--- src/rtl/scc_4lc_pkg.sv ---
// SCC 4LC (71,64) code constants and helpers.
// Shared by the decoder top and its syndrome sub-module.
package scc_4lc_pkg;

  localparam int DW = 64;
  localparam int PW = 7;
  localparam int CW = 71;

  // Index j selects H row j (row 0 is the LSB row).
  localparam logic [PW-1:0][DW-1:0] SCC_H_ROW = {
    64'h144C99EE9671707D,
    64'h73AAD511DD69C843,
    64'h309BF36678E5945C,
    64'h8E2FF9B33C52CA2E,
    64'hCCF5FCD99E296517,
    64'h0A76678A5945C2F6,
    64'h551933CD2CA2E1FB
  };

  typedef struct packed {
    logic ce;
    logic ue;
  } status_t;

  function automatic logic [PW-1:0] syndrome_f(
    input logic [CW-1:0] cw
  );
    logic [PW-1:0] s;
    for (int j = 0; j < PW; j++) begin
      s[j] = ^(cw[CW-1:PW] & SCC_H_ROW[j]) ^ cw[j];
    end
    return s;
  endfunction

  function automatic logic [PW-1:0] column_f(input int i);
    logic [PW-1:0] c;
    for (int j = 0; j < PW; j++) begin
      c[j] = SCC_H_ROW[j][i];
    end
    return c;
  endfunction

endpackage

--- src/rtl/scc_4lc_syndrome.sv ---
// Combinational syndrome / error-locator for one codeword.
// Ports: codeword in; syndrome, flip (per message bit), chk_hit out.
module scc_4lc_syndrome
  import scc_4lc_pkg::*;
(
  input  logic [CW-1:0] codeword,
  output logic [PW-1:0] syndrome,
  output logic [DW-1:0] flip,
  output logic          chk_hit
);

  always_comb begin
    syndrome = syndrome_f(codeword);
    flip     = '0;
    for (int i = 0; i < DW; i++) begin
      flip[i] = (syndrome == column_f(i));
    end
    // A one-hot syndrome points at a check bit.
    chk_hit = $onehot(syndrome);
  end

endmodule

--- src/rtl/scc_4lc_decoder.sv ---
// Two-stage SCC 4LC (71,64) decoder with CE/UE counters.
// Ports: clk, rst, in_* / out_* valid-ready streams, cnt_clr, ce/ue_count.
module scc_4lc_decoder
  import scc_4lc_pkg::*;
#(
  parameter int CNT_W = 16
) (
  input  logic             clk,
  input  logic             rst,
  input  logic             in_valid,
  output logic             in_ready,
  input  logic [CW-1:0]    in_codeword,
  output logic             out_valid,
  input  logic             out_ready,
  output logic [DW-1:0]    out_message,
  output logic [PW-1:0]    out_syndrome,
  output logic             out_ce,
  output logic             out_ue,
  input  logic             cnt_clr,
  output logic [CNT_W-1:0] ce_count,
  output logic [CNT_W-1:0] ue_count
);

  logic [PW-1:0] syn;
  logic [DW-1:0] flip;
  logic          chk_hit;

  logic          s1_valid;
  logic [DW-1:0] s1_msg;
  logic [PW-1:0] s1_syn;
  logic [DW-1:0] s1_flip;
  logic          s1_chk_hit;

  logic          s2_ready;
  logic [DW-1:0] s2_msg;
  status_t       s2_st;
  status_t       out_st;
  logic          out_hs;

  scc_4lc_syndrome u_syn (
    .codeword (in_codeword),
    .syndrome (syn),
    .flip     (flip),
    .chk_hit  (chk_hit)
  );

  assign s2_ready = !out_valid || out_ready;
  assign in_ready = !s1_valid || s2_ready;
  assign out_hs   = out_valid && out_ready;
  assign out_ce   = out_st.ce;
  assign out_ue   = out_st.ue;

  always_comb begin
    s2_msg = s1_msg;
    s2_st  = '0;
    if (s1_syn == '0) begin
      s2_msg = s1_msg;
    end else if (|s1_flip) begin
      s2_msg   = s1_msg ^ s1_flip;
      s2_st.ce = 1'b1;
    end else if (s1_chk_hit) begin
      s2_st.ce = 1'b1;
    end else begin
      s2_st.ue = 1'b1;
    end
  end

  always_ff @(posedge clk) begin
    if (rst) begin
      s1_valid   <= 1'b0;
      s1_msg     <= '0;
      s1_syn     <= '0;
      s1_flip    <= '0;
      s1_chk_hit <= 1'b0;
    end else if (in_ready) begin
      s1_valid <= in_valid;
      if (in_valid) begin
        s1_msg     <= in_codeword[CW-1:PW];
        s1_syn     <= syn;
        s1_flip    <= flip;
        s1_chk_hit <= chk_hit;
      end
    end
  end

  always_ff @(posedge clk) begin
    if (rst) begin
      out_valid    <= 1'b0;
      out_message  <= '0;
      out_syndrome <= '0;
      out_st       <= '0;
    end else if (s2_ready) begin
      out_valid <= s1_valid;
      if (s1_valid) begin
        out_message  <= s2_msg;
        out_syndrome <= s1_syn;
        out_st       <= s2_st;
      end
    end
  end

  // Clear wins over a same-cycle handshake; counts saturate.
  always_ff @(posedge clk) begin
    if (rst || cnt_clr) begin
      ce_count <= '0;
      ue_count <= '0;
    end else if (out_hs) begin
      if (out_st.ce && ce_count != '1) begin
        ce_count <= ce_count + 1'b1;
      end
      if (out_st.ue && ue_count != '1) begin
        ue_count <= ue_count + 1'b1;
      end
    end
  end

endmodule

--- config.mk ---
export PLATFORM = sky130hd
export DESIGN_NAME = scc_4lc_decoder
export DESIGN_NICKNAME = d
export VERILOG_FILES = /design/src/rtl/scc_4lc_pkg.sv /design/src/rtl/scc_4lc_syndrome.sv /design/src/rtl/scc_4lc_decoder.sv
export SDC_FILE = /design/constraint.sdc
export NUM_CORES = 1
export LEC_CHECK = 0
export CAP_MARGIN = 20
export CORE_ASPECT_RATIO = 0.5
export CORE_MARGIN = 2
export CORE_UTILIZATION = 40
export DETAILED_ROUTE_END_ITERATION = 12
export DONT_BUFFER_PORTS = 1
export PLACE_DENSITY = 0.65
export SLEW_MARGIN = 20
export SYNTH_ARGS = -nofsm -noshare
export SYNTH_HDL_FRONTEND = slang
export SYNTH_SLANG_ARGS = --single-unit
--- constraint.sdc ---
create_clock -name clk -period 5.73 [get_ports clk]
set_input_delay 1.146 -clock clk [delete_from_list [all_inputs] [get_ports clk]]
set_output_delay 1.146 -clock clk [all_outputs]
set_load 0.02 [all_outputs]
==> flow_summary.json <==
{
  "setup_tns_ns": 0,
  "dp_hpwl_mm": 23.1,
  "syn-num-nets": 1301,
  "first_pass_iters": 5,
  "path_max_fanout": 7,
  "yosysWarnings": 0,
  "peakVddDrop_mv": 0.359,
  "setup_viol": 0,
  "start_kind": "input pin",
  "antenna_found_initial": 0,
  "hold_path_class": "flip-flop to flip-flop",
  "cts_buffers": 23,
  "synth_edf_count": 0,
  "timing.slew.headroom": 0.234,
  "critPathRequiredTime_ns": 6.19,
  "die_area_um2": 29400,
  "power_density_nw_per_um2": 506,
  "drtIter0Drc": 713,
  "synthTopCellsByArea": "dfxtp_1 43%, nand2_1 8.0%, xor2_1 8.0%",
  "final_max_slew_viol_count": 0,
  "clockPowerShare": 0.257,
  "io-pin-count": 183,
  "std_cell_rows": 43,
  "clkTransAtPathRegs_ns": 0.06,
  "net-switching-power_mw": 2.56,
  "postSynthCellCount": 1215,
  "num_vias": 8626,
  "avgSynthCellArea_um2": 9.21,
  "period_share": 0.840,
  "yosysSeqAreaShare": 0.435,
  "ys_ff_latch": 243,
  "grtUsageTotal": 0.215,
  "p_int_mw": 3.62,
  "cts-resized-gates": 0,
  "die_w_um": 241,
  "p_leak_nw": 4.33,
  "portBuffers": 0,
  "grt_setup_unrepaired": "false",
  "status": "complete, no violations",
  "viasPerCell": 5.51,
  "gp_congestion": 0.925,
  "antenna_cells": 0,
  "cts_buffer_depth": 3,
  "postCtsSetupRepairBufs": 0,
  "clk_latency_ns": 0.54,
  "worst_slew_pin_slew_ns": 1.15,
  "clock_sinks": 243,
  "drive_above_1_share": 0.0600,
  "first_global_vias": 8186,
  "dp.cells": 1526,
  "final_cell_mix": "243 x dfxtp_1, 237 x nand2_1, 116 x nor2_1",
  "ctsHoldBuffers": 0,
  "ant_nets": 0,
  "drt_wl_total_mm": 32.3,
  "synthesis.area_um2": 11200,
  "cts_tree": "yes",
  "finalHoldViolCount": 0,
  "end_kind": "flip-flop",
  "seqPwrFrac": 0.318,
  "arrival_ns": 5.27,
  "grt_overflow": 0,
  "timing.fmax_mhz": 208,
  "synthDistinctLibCells": 43,
  "wl_per_cell_um": 20.6,
  "drc_errors": 0,
  "yosys.area.top_type": "dfxtp_1",
  "grt_pass1_wl_mm": 48.5,
  "grt_max_degree": 151,
  "cap_violations": 0,
  "fin_nets": 1255,
  "synthArstFlopShare": 0,
  "syn2layout_area_growth_pct": 9.03,
  "final_common_cell": "dfxtp_1",
  "htree_levels": 1,
  "period_needed_ns": 4.81,
  "synthFlopType": "dfxtp_1",
  "finClkSkew_ns": 0.0255,
  "synth_top_area_frac": 0.435,
  "pwr-share-comb": 0.425,
  "sw_frac_of_total": 0.414,
  "initial_core_util": 0.406,
  "die_h_um": 122,
  "core_area_um2": 27600,
  "cts_root_buf": "clkbuf_16",
  "path_class": "input pin to flip-flop",
  "final_cell_count_no_fill": 1565
}
-- worst max-delay path, stage by stage --
cell,delay [ns]
xnor3_1,0.43
xnor3_1,0.47
xnor3_1,0.25
xnor3_1,0.40
xor2_1,0.30
fa_1,0.47
inv_1,0.08
fa_1,0.42
fa_1,0.38
inv_1,0.08
fa_1,0.41
nor4_1,0.28
a21oi_1,0.07
nor2_1,0.11
-- path summary, 6_finish.rpt --
| check | slack, ns | depth (start not counted) | start | to |
|---|---|---|---|---|
| min | 0.46 | 2 | s1_msg[60]$_SDFFE_PP0P_ | s1_msg[60]$_SDFFE_PP0P_ |
| max reg2reg | 2.21 | 7 | out_valid$_SDFFE_PP0P_ | s1_flip[42]$_SDFFE_PP0P_ |
| max | 0.92 | 14 | in_codeword[33] | s1_chk_hit$_SDFFE_PP0P_ |
| min reg2reg | 0.46 | 2 | s1_msg[60]$_SDFFE_PP0P_ | s1_msg[60]$_SDFFE_PP0P_ |
-- registers in the layout, indices dropped and copies added (netlist names) --
| name | count |
|---|---|
| ue_count | 16 |
| s1_msg | 64 |
| out_message | 64 |
| s1_syn | 7 |
| out_ue | 1 |
| ce_count | 16 |
| out_valid | 1 |
| s1_valid | 1 |
| s1_chk_hit | 1 |
| out_syndrome | 7 |
| out_ce | 1 |
| s1_flip | 64 |
-- layout make-up --
type                            count  area, um^2
Fill cell                        2643       15400
Multi-Input combinational cell    888        5990
Sequential cell                   243        4860
Clock buffer                       28         634
Tap cell                          382         478
Clock inverter                     11         141
Timing Repair Buffer                7        77.6
Inverter                            6        22.5
-- per-layer routing --
| layer | share of wire | vias to the layer above | track usage |
|---|---|---|---|
| met5 | 0 | - | 0 |
| met4 | 0.040 | 0 | 0.0866 |
| met3 | 0.079 | 69 | 0.0562 |
| met2 | 0.47 | 287 | 0.356 |
| met1 | 0.41 | 4179 | 0.270 |
| li1 | - | 4091 | - |
-- power by group through the flow --
| stage | Combinational [mW] | Sequential [mW] | Clock, mW |
|---|---|---|---|
| after CTS | 2.59 | 1.96 | 1.62 |
| after floorplan | 2.05 | 1.96 | 0 |
| after global routing | 2.81 | 1.98 | 1.69 |
| after detailed placement | 2.59 | 2.00 | 0 |
| final | 2.62 | 1.96 | 1.59 |
| after global placement | 2.52 | 2.00 | 0 |
-- through the flow --
stage,cell area [um^2],util,power (mW),worst slack [ns],hold WS [ns]
after floorplan,11200,-,4.01,0.809,0.445
after global placement,11400,0.413,4.52,0.508,0.453
after detailed placement,11400,0.414,4.59,0.426,0.458
after CTS,12200,0.442,6.18,0.973,0.467
after global routing,12200,0.442,6.48,0.726,0.482
final,12200,0.442,6.18,0.920,0.464
-- synthesized netlist by cell type (all sizes together), types with 8 or more instances --
master    n
dfxtp   243
nand2   239
nor2    117
xor2    104
xnor2    94
a21oi    78
a211oi   68
a32o     64
clkbuf   62
nand3    22
nor4     18
buf      16
xnor3    15
and3     11
nand4     8
-- cells by family after synthesis --
logic type / count (synthesis) / share of synthesized area
and+or+nand+nor: 436 / 0.164
DFF: 243 / 0.435
AOI/OAI and AO/OA: 219 / 0.145
xor gates and xnor gates: 217 / 0.200
buffers and inverters: 84 / 0.0325
adders and majority gates: 10 / 0.0139
muxes: 6 / 0.00984
Power figures use the tool's default switching activity.
